$ cat config.mk
export PLATFORM = sky130hd
export DESIGN_NAME = trap_reservation_station
export DESIGN_NICKNAME = d
export VERILOG_FILES = /design/src/rtl/trap_reservation_station.sv
export SDC_FILE = /design/constraint.sdc
export NUM_CORES = 1
export LEC_CHECK = 0
export CAP_MARGIN = 20
export CELL_PAD_IN_SITES_DETAIL_PLACEMENT = 1
export CELL_PAD_IN_SITES_GLOBAL_PLACEMENT = 1
export CORE_UTILIZATION = 35
export CTS_CLUSTER_DIAMETER = 50
export CTS_CLUSTER_SIZE = 16
export DETAILED_ROUTE_END_ITERATION = 16
export GPL_TIMING_DRIVEN = 0
export HOLD_SLACK_MARGIN = 0.03
export PLACE_DENSITY = 0.67
export SYNTH_ARGS = -nofsm -noshare
export SYNTH_HDL_FRONTEND = slang
export SYNTH_SLANG_ARGS = --single-unit
$ cat constraint.sdc
create_clock -name clk -period 4 [get_ports clk]
set_input_delay 0.4 -clock clk [delete_from_list [all_inputs] [get_ports clk]]
set_output_delay 0.4 -clock clk [all_outputs]
set_load 0.005 [all_outputs]
$ cat src/rtl/trap_reservation_station.sv
`default_nettype none
// +--------------------------------------------------------------------------+
// | trap_reservation_station: operand-collecting RS feeding the trap unit     |
// | Revision: 1.0                                                            |
// +--------------------------------------------------------------------------+

package trap_rs_pkg;
    typedef struct packed {
        logic [4:0] to_field;
        logic       imm_form;
    } trap_decode_t;
endpackage

module trap_reservation_station
    import trap_rs_pkg::*;
#(
    parameter int RS_ID_WIDTH = 5,
    parameter int RS_OFFSET   = 0,
    parameter int RS_DEPTH    = 4
) (
    input  logic                   clk,
    input  logic                   rst,
    input  logic                   flush,
    input  logic                   dispatch_valid,
    output logic                   dispatch_ready,
    input  logic                   op1_valid,
    input  logic [31:0]            op1_value,
    input  logic [RS_ID_WIDTH-1:0] op1_rs_id,
    input  logic                   op2_valid,
    input  logic [31:0]            op2_value,
    input  logic [RS_ID_WIDTH-1:0] op2_rs_id,
    input  trap_decode_t           control,
    input  logic                   wb_valid,
    input  logic [RS_ID_WIDTH-1:0] wb_rs_id,
    input  logic [31:0]            wb_result,
    output logic                   issue_valid,
    input  logic                   issue_ready,
    output logic [RS_ID_WIDTH-1:0] issue_rs_id,
    output logic [31:0]            issue_op1,
    output logic [31:0]            issue_op2,
    output trap_decode_t           issue_control
);

    localparam int IDX_W = (RS_DEPTH > 1) ? $clog2(RS_DEPTH) : 1;

    logic [RS_DEPTH-1:0]       busy_q, busy_d;
    logic [RS_DEPTH-1:0]       op1_rdy_q, op1_rdy_d;
    logic [RS_DEPTH-1:0]       op2_rdy_q, op2_rdy_d;
    logic [RS_DEPTH-1:0][31:0] op1_q, op1_d;
    logic [RS_DEPTH-1:0][31:0] op2_q, op2_d;
    trap_decode_t [RS_DEPTH-1:0] ctrl_q, ctrl_d;

    logic                   free_found;
    logic [IDX_W-1:0]       free_idx;
    logic                   sel_found;
    logic [IDX_W-1:0]       sel_idx;
    logic [RS_ID_WIDTH-1:0] sel_id;

    // Returns {rdy, data}; a not-yet-ready operand keeps its producer tag in the data field.
    function automatic logic [32:0] capture(
        input logic                   v,
        input logic [31:0]            val,
        input logic [RS_ID_WIDTH-1:0] tag,
        input logic                   wbv,
        input logic [RS_ID_WIDTH-1:0] wbtag,
        input logic [31:0]            wbres
    );
        if (v)
            return {1'b1, val};
        else if (wbv && (wbtag == tag))
            return {1'b1, wbres};
        else
            return {1'b0, 32'(tag)};
    endfunction

    always_comb begin : free_select
        free_found = 1'b0;
        free_idx   = '0;
        for (int i = 0; i < RS_DEPTH; i++) begin
            if (!free_found && !busy_q[i]) begin
                free_found = 1'b1;
                free_idx   = IDX_W'(i);
            end
        end
    end

    assign dispatch_ready = free_found;

    always_comb begin : issue_select
        sel_found = 1'b0;
        sel_idx   = '0;
        sel_id    = '0;
        for (int i = 0; i < RS_DEPTH; i++) begin
            if (!sel_found && busy_q[i] && op1_rdy_q[i] && op2_rdy_q[i]) begin
                sel_found = 1'b1;
                sel_idx   = IDX_W'(i);
                sel_id    = RS_ID_WIDTH'(RS_OFFSET + i);
            end
        end
    end

    always_comb begin : issue_outputs
        issue_valid   = sel_found;
        issue_rs_id   = '0;
        issue_op1     = '0;
        issue_op2     = '0;
        issue_control = '0;
        if (sel_found) begin
            issue_rs_id   = sel_id;
            issue_op1     = op1_q[sel_idx];
            issue_op2     = op2_q[sel_idx];
            issue_control = ctrl_q[sel_idx];
        end
    end

    always_comb begin : next_state
        busy_d    = busy_q;
        op1_rdy_d = op1_rdy_q;
        op2_rdy_d = op2_rdy_q;
        op1_d     = op1_q;
        op2_d     = op2_q;
        ctrl_d    = ctrl_q;

        for (int i = 0; i < RS_DEPTH; i++) begin
            if (busy_q[i] && wb_valid) begin
                if (!op1_rdy_q[i] && (op1_q[i][RS_ID_WIDTH-1:0] == wb_rs_id)) begin
                    op1_d[i]     = wb_result;
                    op1_rdy_d[i] = 1'b1;
                end
                if (!op2_rdy_q[i] && (op2_q[i][RS_ID_WIDTH-1:0] == wb_rs_id)) begin
                    op2_d[i]     = wb_result;
                    op2_rdy_d[i] = 1'b1;
                end
            end
        end

        if (sel_found && issue_ready) begin
            busy_d[sel_idx]    = 1'b0;
            op1_rdy_d[sel_idx] = 1'b0;
            op2_rdy_d[sel_idx] = 1'b0;
        end

        // free_idx comes from registered busy, so a slot freed this cycle is never reused here.
        if (dispatch_valid && free_found) begin
            busy_d[free_idx] = 1'b1;
            {op1_rdy_d[free_idx], op1_d[free_idx]} =
                capture(op1_valid, op1_value, op1_rs_id, wb_valid, wb_rs_id, wb_result);
            {op2_rdy_d[free_idx], op2_d[free_idx]} =
                capture(op2_valid, op2_value, op2_rs_id, wb_valid, wb_rs_id, wb_result);
            ctrl_d[free_idx] = control;
        end

        if (flush) begin
            busy_d    = '0;
            op1_rdy_d = '0;
            op2_rdy_d = '0;
        end
    end

    always_ff @(posedge clk) begin
        if (!rst) begin
            busy_q    <= '0;
            op1_rdy_q <= '0;
            op2_rdy_q <= '0;
            op1_q     <= '0;
            op2_q     <= '0;
            ctrl_q    <= '0;
        end else begin
            busy_q    <= busy_d;
            op1_rdy_q <= op1_rdy_d;
            op2_rdy_q <= op2_rdy_d;
            op1_q     <= op1_d;
            op2_q     <= op2_d;
            ctrl_q    <= ctrl_d;
        end
    end

endmodule

`default_nettype wire

# Word-level counts from Yosys, hierarchy flattened
# Index checks and enable logic that the tools add are counted.
# W data, S select, Z words.
[op_classes]
n_lt_le_gt_ge = 4
n_eq_ne = 10
n_mux = 86
bitwise = 6
n_reduce_logical = 49
[ops]
columns = ["cell", "count"]
rows = [
  ["$mux W32", 21],
  ["$bwmux W128", 2],
  ["$mux W128", 2],
  ["$mux W33", 6],
  ["$bmux W32 S2", 2],
  ["$demux W32 S2", 1],
  ["$eq A5 B5 Y1", 10],
  ["$logic_and A1 B1 Y1", 32],
  ["$mux W1", 29],
  ["$bwmux W24", 1],
  ["$mux W4", 6],
  ["$mux W6", 3],
  ["$logic_not A1 Y1", 16],
  ["$mux W5", 3],
  ["$and A4 B4 Y4", 3],
  ["$bmux W6 S2", 1],
  ["$demux W6 S2", 1],
  ["$bwmux W4", 2],
  ["$mux W2", 4],
  ["$lt A2 B3 Y1 const B", 2],
  ["$demux W1 S2", 2],
  ["$ge A2 B1 Y1 const B", 2],
  ["$not A4 Y4", 1],
  ["$or A4 B4 Y4", 1],
  ["2 further kinds", 2],
]
[word_totals]
ff_bits = 292
in_bits = 125
out_inout_bits = 77
elab_cells = 174

# Depth between registers and ports, before layout
# Gate-level depths: netlist of run 1.
[depth]
word_depth = 27
ltp_mapped = 8
depth_no_buf = 5

# Least setup slack after synthesis of run 1
# Ideal clock, no wire load.
[synth_path]
path_type = "flip-flop to output port"
from = "reg busy_q[0]"
to = "out issue_control[0] (netlist name)"
t_arrival_ps = 1823
required_ps = 3600
setup_slack_ps = 1777
stages_incl_launch_ff = 8
cell_sequence = "dfxtp_1 buf_2 and3_1 clkbuf_1 nor4_2 clkbuf_1 a222oi_1 a21oi_1"
[synth_lines]
columns = ["item", "line", "rtl"]
rows = [
  ["from (decl)", "46", "logic [RS_DEPTH-1:0] busy_q, busy_d;"],
  ["from (signal assigned)", "169", "busy_q <= busy_d;"],
  ["to (decl)", "41", "output trap_decode_t issue_control"],
]

# Final worst setup path of run 1
[layout_path]
from = "reg busy_q[2]"
to = "out issue_op1[11]"
[layout_via]
elab_chain_len = 12
elab_cells_between_ends = 14
classes_between = "mux: 7; reduce/logical: 7"
[layout_lines]
columns = ["item", "line", "rtl"]
rows = [
  ["$logic_and A1 B1 Y1 (*) (3 in a row)", "94", "if (!sel_found && busy_q[i] && op1_rdy_q[i] && op2_rdy_q[i]) begin"],
  ["$mux W1", "94", ""],
  ["$logic_not A1 Y1", "94", ""],
  ["$logic_and A1 B1 Y1 (3 in a row)", "94", ""],
  ["$mux W2", "94", ""],
  ["$bmux W32 S2", "110", "issue_op1 = op1_q[sel_idx];"],
  ["$mux W32 (not written as such)", "110", ""],
  ["$mux W32 (*)", "108", "if (sel_found) begin"],
  ["to (decl)", "39", "output logic [31:0] issue_op1,"],
]
# Mark *: on every way between the ends. The rest lies on a longest branch, timed or not. The select of a mux whose other input is x is not followed.

==> results of run 1 <==
==> power groups by stage <==
stage	clock network (mW)	registers, mW	logic [mW]
finish	3.85	2.99	0.609
global route	3.98	2.99	0.643
CTS	3.86	2.99	0.599
detailed placement	0	3.05	0.594
global placement	0	3.05	0.584
floorplan	0	3.04	0.324
==> worst reg2reg max path: stages (launching register included) <==
cell and delay, ns:
dfxtp_1 0.32, clkbuf_1 0.37, nand2_1 0.15, or3_1 0.36
clkbuf_1 0.28, nand2_1 0.36, clkbuf_1 0.61, o22ai_1 0.20
==> cells in the final DEF, fill, tap and decap left out, types with 4 or more instances in the layout <==
master / synthesis / routed
bufinv_16: 0 / 7
mux2i_1: 251 / 251
o211ai_1: 4 / 4
xor2_1: 16 / 16
o21ai_0: 10 / 10
a222oi_1: 74 / 74
clkinv_2: 0 / 4
buf_4: 10 / 13
buf_6: 9 / 10
or4_1: 6 / 6
o2111a_1: 5 / 5
nand3_1: 5 / 5
nand4_1: 8 / 8
o22ai_1: 247 / 247
nor2_1: 15 / 14
nand2_1: 146 / 146
xnor2_1: 34 / 34
and2_1: 30 / 30
clkinv_4: 0 / 4
clkbuf_8: 0 / 6
clkdlybuf4s50_1: 0 / 163
clkbuf_1: 139 / 129
nand2b_1: 6 / 6
a21oi_1: 113 / 113
nor3_1: 10 / 9
a31oi_1: 29 / 29
and3_1: 5 / 5
a22oi_1: 27 / 27
inv_1: 5 / 5
or3_1: 7 / 7
buf_2: 28 / 29
clkbuf_2: 1 / 16
clkbuf_16: 0 / 40
dfxtp_1: 292 / 292
==> logic make-up (layout without fill, tap and decap cells) <==
group / Yosys count / count (layout) / share of synthesized area (%)
XOR/XNOR: 50 / 50 / 3.04
AND/OR/NAND/NOR: 250 / 250 / 8.22
other: 1 / 3 / 0.0260
buffers and inverters: 196 / 436 / 6.09
flip-flops: 292 / 292 / 40.6
AO/OA/AOI/OAI: 529 / 529 / 24.6
multiplexers: 251 / 251 / 17.4
==> cell usage after synthesis (2+ instances only) <==
cell | n | area [sq um]
o21ai_0 | 10 | 50.1
and3_1 | 5 | 31.3
buf_4 | 10 | 75.1
nor4_2 | 2 | 25.0
nor2_1 | 15 | 56.3
a221oi_1 | 3 | 26.3
nor3_2 | 2 | 20.0
or4_1 | 6 | 45.0
o2111a_1 | 5 | 56.3
nand2_1 | 146 | 548
buf_1 | 2 | 7.51
a22oi_1 | 27 | 203
xor2_1 | 16 | 140
buf_2 | 28 | 140
and2_1 | 30 | 188
o22ai_1 | 247 | 1550
nor3b_1 | 2 | 15.0
dfxtp_1 | 292 | 5850
a41oi_1 | 3 | 26.3
clkbuf_1 | 139 | 522
nand4_1 | 8 | 50.1
a211oi_1 | 2 | 15.0
a222oi_1 | 74 | 741
a31oi_1 | 29 | 181
buf_6 | 9 | 101
nand3_1 | 5 | 25.0
o21ai_1 | 3 | 15.0
nand2b_1 | 6 | 37.5
xnor2_1 | 34 | 298
a21o_1 | 2 | 15.0
or3_1 | 7 | 43.8
a311oi_1 | 2 | 17.5
a21oi_1 | 113 | 566
o211ai_1 | 4 | 30.0
inv_1 | 5 | 18.8
mux2i_1 | 251 | 2510
o21bai_1 | 2 | 15.0
nor3_1 | 10 | 50.1
==> flip-flops by register name, indices dropped and copies added, names as in the netlist <==
signal and flops:
busy_q 4, ctrl_q 24, op1_q 128, op1_rdy_q 4
op2_q 128, op2_rdy_q 4
==> worst max path at each step <==
stage                             endpoint  cells after the start      start  slack (ns)
after floorplan           issue_control[0]                      7  busy_q[0]        1.78
after global placement       issue_op2[21]                      8  busy_q[0]       -0.23
after detailed placement     issue_op2[31]                      8  busy_q[2]        0.19
after CTS                    issue_op2[29]                      8  busy_q[2]       0.004
after global routing         issue_op1[14]                      8  busy_q[2]       0.006
final                        issue_op1[11]                      8  busy_q[2]        0.08
==> what timing repair did <==
item / 4_1_cts / 5_1_grt
hold endpoints to repair: 0 / 0
endpoints found under the setup margin: 70 / 44
pin swaps: 1 / 0
gates cloned: 0 / 0
buffers inserted: 4 / 0
hold buffers: 0 / 0
resized for setup: 12 / 13
==> area by class of cell <==
cell class | instances | area (sq um)
sequential | 292 | 5850
clock buffer | 51 | 1100
clock inverter | 20 | 323
multi-input combinational | 1083 | 7710
timing repair buffer | 169 | 1690
inverter | 7 | 26.3
tap | 525 | 657
buffer | 189 | 870
fill | 4632 | 22000
==> routing by layer <==
layer  routed length (microns)  part of all wire (%)  vias to the layer above
met1                     27600                    42                     7309
met2                     29900                    46                      677
met5                         0                     0                        -
li1                          -                     -                     6443
met4                      2900                   4.5                        0
met3                      4820                   7.4                      184
==> flow_summary_export.csv, run 1 <==
group,metric,value,unit
sta,fin_crit,3.92,ns
sta,setup_tns,0,ns
clocking,cts_tree,"built",
power_and_ir_drop,p_int,5.59,mW
power_and_ir_drop,leakage,7.31,nW
detailed_routing,wl_per_cell,27.9,microns
worst_setup_path,crit_arrival,3.52,ns
detailed_routing,dr_total_vias,14600,
detailed_routing,drtIter0Drc,1452,
yosys,synth_edf_count,0,
detailed_routing,wl,65.2,mm
yosys,ys_seq_elements,292,
cells_and_area,stdcell_count,2336,
cells_and_area,final_nets,1906,
yosys,ys_seq_area_share,40.6,%
place,place_area,0.0167,sq mm
sta,relSlewSlack,35.5,%
worst_setup_path,cp_max_fo,10,
global_route,grtUsageMet2,49.0,%
cells_and_area,utilization,45.3,%
floorplanning,die_h,205,microns
place,dp_slack,0.186,ns
sta,skew,0.0285,ns
worst_setup_path,reg2reg_from,"busy_q[1]",
detailed_routing,firstDrtPassIters,8,
yosys,ys.flop_type,"dfxtp_1",
yosys,synth_area_per_cell,9.18,sq um
yosys,syn_area,0.0144,sq mm
sta,rsz0062_at_grt,"false",
power_and_ir_drop,ir_drop,0.244,mV
run_status,status,"finished clean",
yosys,async_reset_ff_share,0,%
cells_and_area,stdcell_area,0.0182,sq mm
worst_setup_path,path_cells,"clkbuf_1 > nand3_1 > nand2_1 > o21ai_2 > clkbuf_1 > nand2_1 > a21oi_1 > clkdlybuf4s50_1",
global_route,antenna_found_initial,1,
worst_setup_path,path_class,"flip-flop to output pin",
floorplanning,ios,202,
yosys,synth_cells,1569,
worst_setup_path,slowest_stage,"clkbuf_1",
place,io_buffers,163,
detailed_routing,ant_nets,0,
global_route,first_global_vias,15000,
global_route,grt.busiest_layer,"met2",
floorplanning,core,0.0402,sq mm
sta,fmax,0.255,GHz
sta,whs,0.379,ns
detailed_routing,drc_errors,0,
sta,worstMarginPinSlew,0.968,ns
min_path,min_path_type,"input pin to flip-flop",
power_and_ir_drop,share_seq_of_total_power,40.1,%
floorplanning,initial_core_util,35.8,%
sta,hold_viol,0,
worst_setup_path,worstReg2RegEnd,"op2_q[111]",
clocking,cts.htree.levels,2,
clocking,worstSkewPairLatency,0.55,ns
yosys,synth.distinct_cells,51,
place,dpl.cell_count,2261,
min_path,hold-path-cell-count,3,
power_and_ir_drop,p_per_area,409,mW/mm^2
power_and_ir_drop,switching_power,1.86,mW
sta,setup_viol,0,
job,max_cap_violations,0,
power_and_ir_drop,finalPower,7.45,mW
floorplanning,dieArea,0.0420,sq mm
worst_setup_path,reg2regPathDepth,7,
min_path,hold_end,"op1_rdy_q[3]",
global_route,groute.layer.met1.usage,39.5,%
power_and_ir_drop,clkPwrFrac,51.7,%
clocking,cts_buffer_depth,3,
place,place_congestion,0.953,
floorplanning,fp.dieW,205,microns
worst_setup_path,crit_path_end_kind,"output pin",
detailed_routing,via_per_inst,6.26,
min_path,hold_start,"rst",
sta,min_period_over_period,98.1,%
clocking,cts.reportedPaths.clkPinSlew,0.06,ns
clocking,cts.sinks,292,
clocking,cts_buffers,39,
global_route,grt_pass1_wl,95.7,mm
yosys,ys_warn_count,0,
cells_and_area,drive_above_1_share,8.12,%
cells_and_area,n_antenna_cell,0,
power_and_ir_drop,switching_share,24.9,%
worst_setup_path,path_delay_family,"buffers and inverters",
power_and_ir_drop,combPwrFrac,8.2,%
worst_setup_path,worstSetupStartpointType,"flip-flop",
worst_setup_path,path_buf_inv,3,
clocking,root_buffer,"clkbuf_16",
worst_setup_path,critPathRequiredTime,3.60,ns
place,place_hpwl,45.6,mm
global_route,grt_max_degree,14,
sta,drv_slew,0,
sta,fin_ws,0.0776,ns
global_route,use_met3,5.82,%
global_route,grtUsageTotal,30.5,%
worst_setup_path,worst_path_largest_cell_delay,0.66,ns
worst_setup_path,reg2reg_slack,1.21,ns
cells_and_area,area_growth,26.6,%
floorplanning,rows,73,
global_route,grt-ovfl-total,0,
Power figures use the tool's default switching activity.
==> run 2, diff against run 1 <==
--- a/config.mk
+++ b/config.mk
@@ -14,7 +14,7 @@
 export DETAILED_ROUTE_END_ITERATION = 16
 export GPL_TIMING_DRIVEN = 0
 export HOLD_SLACK_MARGIN = 0.03
-export PLACE_DENSITY = 0.67
+export PLACE_DENSITY_LB_ADDON = 0.1
 export SYNTH_ARGS = -nofsm -noshare
 export SYNTH_HDL_FRONTEND = slang
 export SYNTH_SLANG_ARGS = --single-unit
==> run 2 against run 1 <==
  * Clock skew decreased by 0.013 ns
  * Flip-flop and latch count unchanged
  * Clock-buffer cell count decreased by 9
  * Design area decreased by 0.87%
  * Clock power decreased by 8.3%
  * Sequential share of layout area increased by 0.28 points
  * Register-to-register slack got worse by 0.09 ns
  * Non-clock buffer count decreased by 2
  * Largest power group unchanged
  * Routed wire length increased by 0.26%
==> flow_summary_export.csv, run 2 (same netlist as run 1, synthesis figures left out) <==
group,metric,value,unit
floorplanning,ios,202,
min_path,min_path_type,"input pin to flip-flop",
min_path,hold_end,"op1_rdy_q[3]",
run_status,status,"finished clean",
worst_setup_path,critPathRequiredTime,3.60,ns
sta,whs,0.360,ns
clocking,cts.reportedPaths.clkPinSlew,0.06,ns
detailed_routing,via_per_inst,6.25,
job,max_cap_violations,0,
cells_and_area,utilization,45.0,%
clocking,cts.sinks,292,
floorplanning,rows,73,
cells_and_area,top_regs,"op1_q: 128 flops, op2_q: 128 flops, ctrl_q: 24 flops",
cells_and_area,final_common_cell,"dfxtp_1",
detailed_routing,ant_nets,0,
cells_and_area,area_growth,25.4,%
global_route,grt_pass1_wl,95.5,mm
worst_setup_path,reg2reg_from,"busy_q[1]",
clocking,cts.htree.levels,2,
worst_setup_path,worstSetupStartpointType,"flip-flop",
min_path,hold-path-cell-count,3,
global_route,grt_max_degree,17,
worst_setup_path,cp_max_fo,10,
global_route,grtUsageTotal,30.6,%
place,place_congestion,0.940,
sta,min_period_over_period,98.0,%
floorplanning,core,0.0402,sq mm
global_route,antenna_found_initial,1,
sta,rsz0062_at_grt,"false",
detailed_routing,wl_per_cell,28.0,microns
floorplanning,die_h,205,microns
sta,hold_viol,0,
sta,fin_crit,3.92,ns
global_route,first_global_vias,14800,
detailed_routing,dr_total_vias,14600,
cells_and_area,final_nets,1902,
sta,worstMarginPinSlew,0.916,ns
detailed_routing,firstDrtPassIters,7,
floorplanning,dieArea,0.0420,sq mm
min_path,hold_start,"rst",
floorplanning,initial_core_util,35.8,%
worst_setup_path,path_class,"flip-flop to output pin",
global_route,grt-ovfl-total,0,
detailed_routing,drtIter0Drc,1534,
power_and_ir_drop,leakage,7.24,nW
sta,setup_tns,0,ns
sta,skew,0.0151,ns
sta,relSlewSlack,38.9,%
power_and_ir_drop,p_per_area,394,mW/mm^2
cells_and_area,layout_common_cells,"292 x dfxtp_1, 251 x mux2i_1, 247 x o22ai_1",
clocking,cts_buffer_depth,3,
place,place_hpwl,46.2,mm
place,io_buffers,163,
clocking,worstSkewPairLatency,0.55,ns
clocking,root_buffer,"clkbuf_16",
worst_setup_path,worstReg2RegEnd,"op1_q[116]",
sta,fmax,0.255,GHz
detailed_routing,wl,65.3,mm
worst_setup_path,reg2reg_slack,1.12,ns
clocking,cts_setup_buffers,0,
clocking,cts_tree,"built",
detailed_routing,drc_errors,0,
cells_and_area,fillers,4617,
worst_setup_path,reg2regPathDepth,7,
clocking,cts_buffers,37,
power_and_ir_drop,ir_drop,0.280,mV
worst_setup_path,crit_arrival,3.52,ns
floorplanning,fp.dieW,205,microns
worst_setup_path,crit_path_end_kind,"output pin",
cells_and_area,n_antenna_cell,0,
cells_and_area,drive_above_1_share,8.31,%
sta,drv_slew,0,
sta,setup_viol,0,
[run 2: cell types whose count changed in the layout (fill, tap and decap cells not counted), moves of 5 or more]
cell	change
clkbuf_8	-5
clkbuf_1	-8
inv_6	+5
clkbuf_2	+5
[run 2: critical path, cell delays in order (launching register included)]
cell and delay, ns:
dfxtp_1 0.32, clkbuf_1 0.25, nand3_1 0.24, nand2_1 0.10, nor2_1 0.44, buf_6 0.24
clkbuf_1 0.63, a21oi_1 0.24, clkdlybuf4s50_1 0.51
[run 2: final cells by class]
cell class | count | area [sq um] | area share (%)
Buffer | 189 | 876 | 4.85
Clock buffer | 42 | 997 | 5.52
Clock inverter | 26 | 280 | 1.55
Inverter | 7 | 26.3 | 0.145
Multi-Input combinational cell | 1083 | 7710 | 42.7
Sequential cell | 292 | 5850 | 32.4
Tap cell | 525 | 657 | 3.64
Timing Repair Buffer | 167 | 1670 | 9.26
[run 2: how the worst max path moves through the flow]
stage | cells past startpoint | start | to | slack [ns]
final | 8 | busy_q[1] | issue_op2[30] | 0.08
after global routing | 8 | busy_q[1] | issue_op2[30] | 0.02
after CTS | 9 | busy_q[0] | issue_op1[16] | 0.02
after detailed placement | 7 | busy_q[1] | issue_op2[6] | 0.18
after global placement | 8 | busy_q[0] | issue_op2[21] | -0.37
after floorplan | 7 | busy_q[0] | issue_control[0] | 1.78
[run 2: what timing repair did]
action,in CTS,in global routing
setup endpoints to repair,70,28
cloned,0,0
resized for setup,17,13
hold buffers,0,0
pin swaps,0,1
[run 2: power breakdown]
part           switching, mW  total, mW  internal [mW]
Clock                   1.49       3.53           2.04
Combinational          0.386      0.607          0.221
Sequential            0.0309       2.99           2.96
Total                   1.90       7.13           5.22
[run 2: routing by layer]
metal / GRT usage (%) / up-vias / part of all wire (%)
li1: - / 6426 / -
met1: 40.1 / 7371 / 43
met2: 50.2 / 627 / 47
met3: 4.04 / 153 / 6.6
met4: 12.8 / 2 / 3.9
met5: 0 / - / 0.020
[run 2: through the flow]
stage          area, sq um  total power, mW  std cells  setup WS, ns
2_1_floorplan        14400             3.37       1571          1.78
3_3_place_gp         16700             3.64       2259        -0.374
3_5_place_dp         16700             3.65       2263         0.183
4_1_cts              18100             7.15       2331        0.0212
5_1_grt              18100             7.31       2331        0.0207
6_report             18100             7.13       2331        0.0795
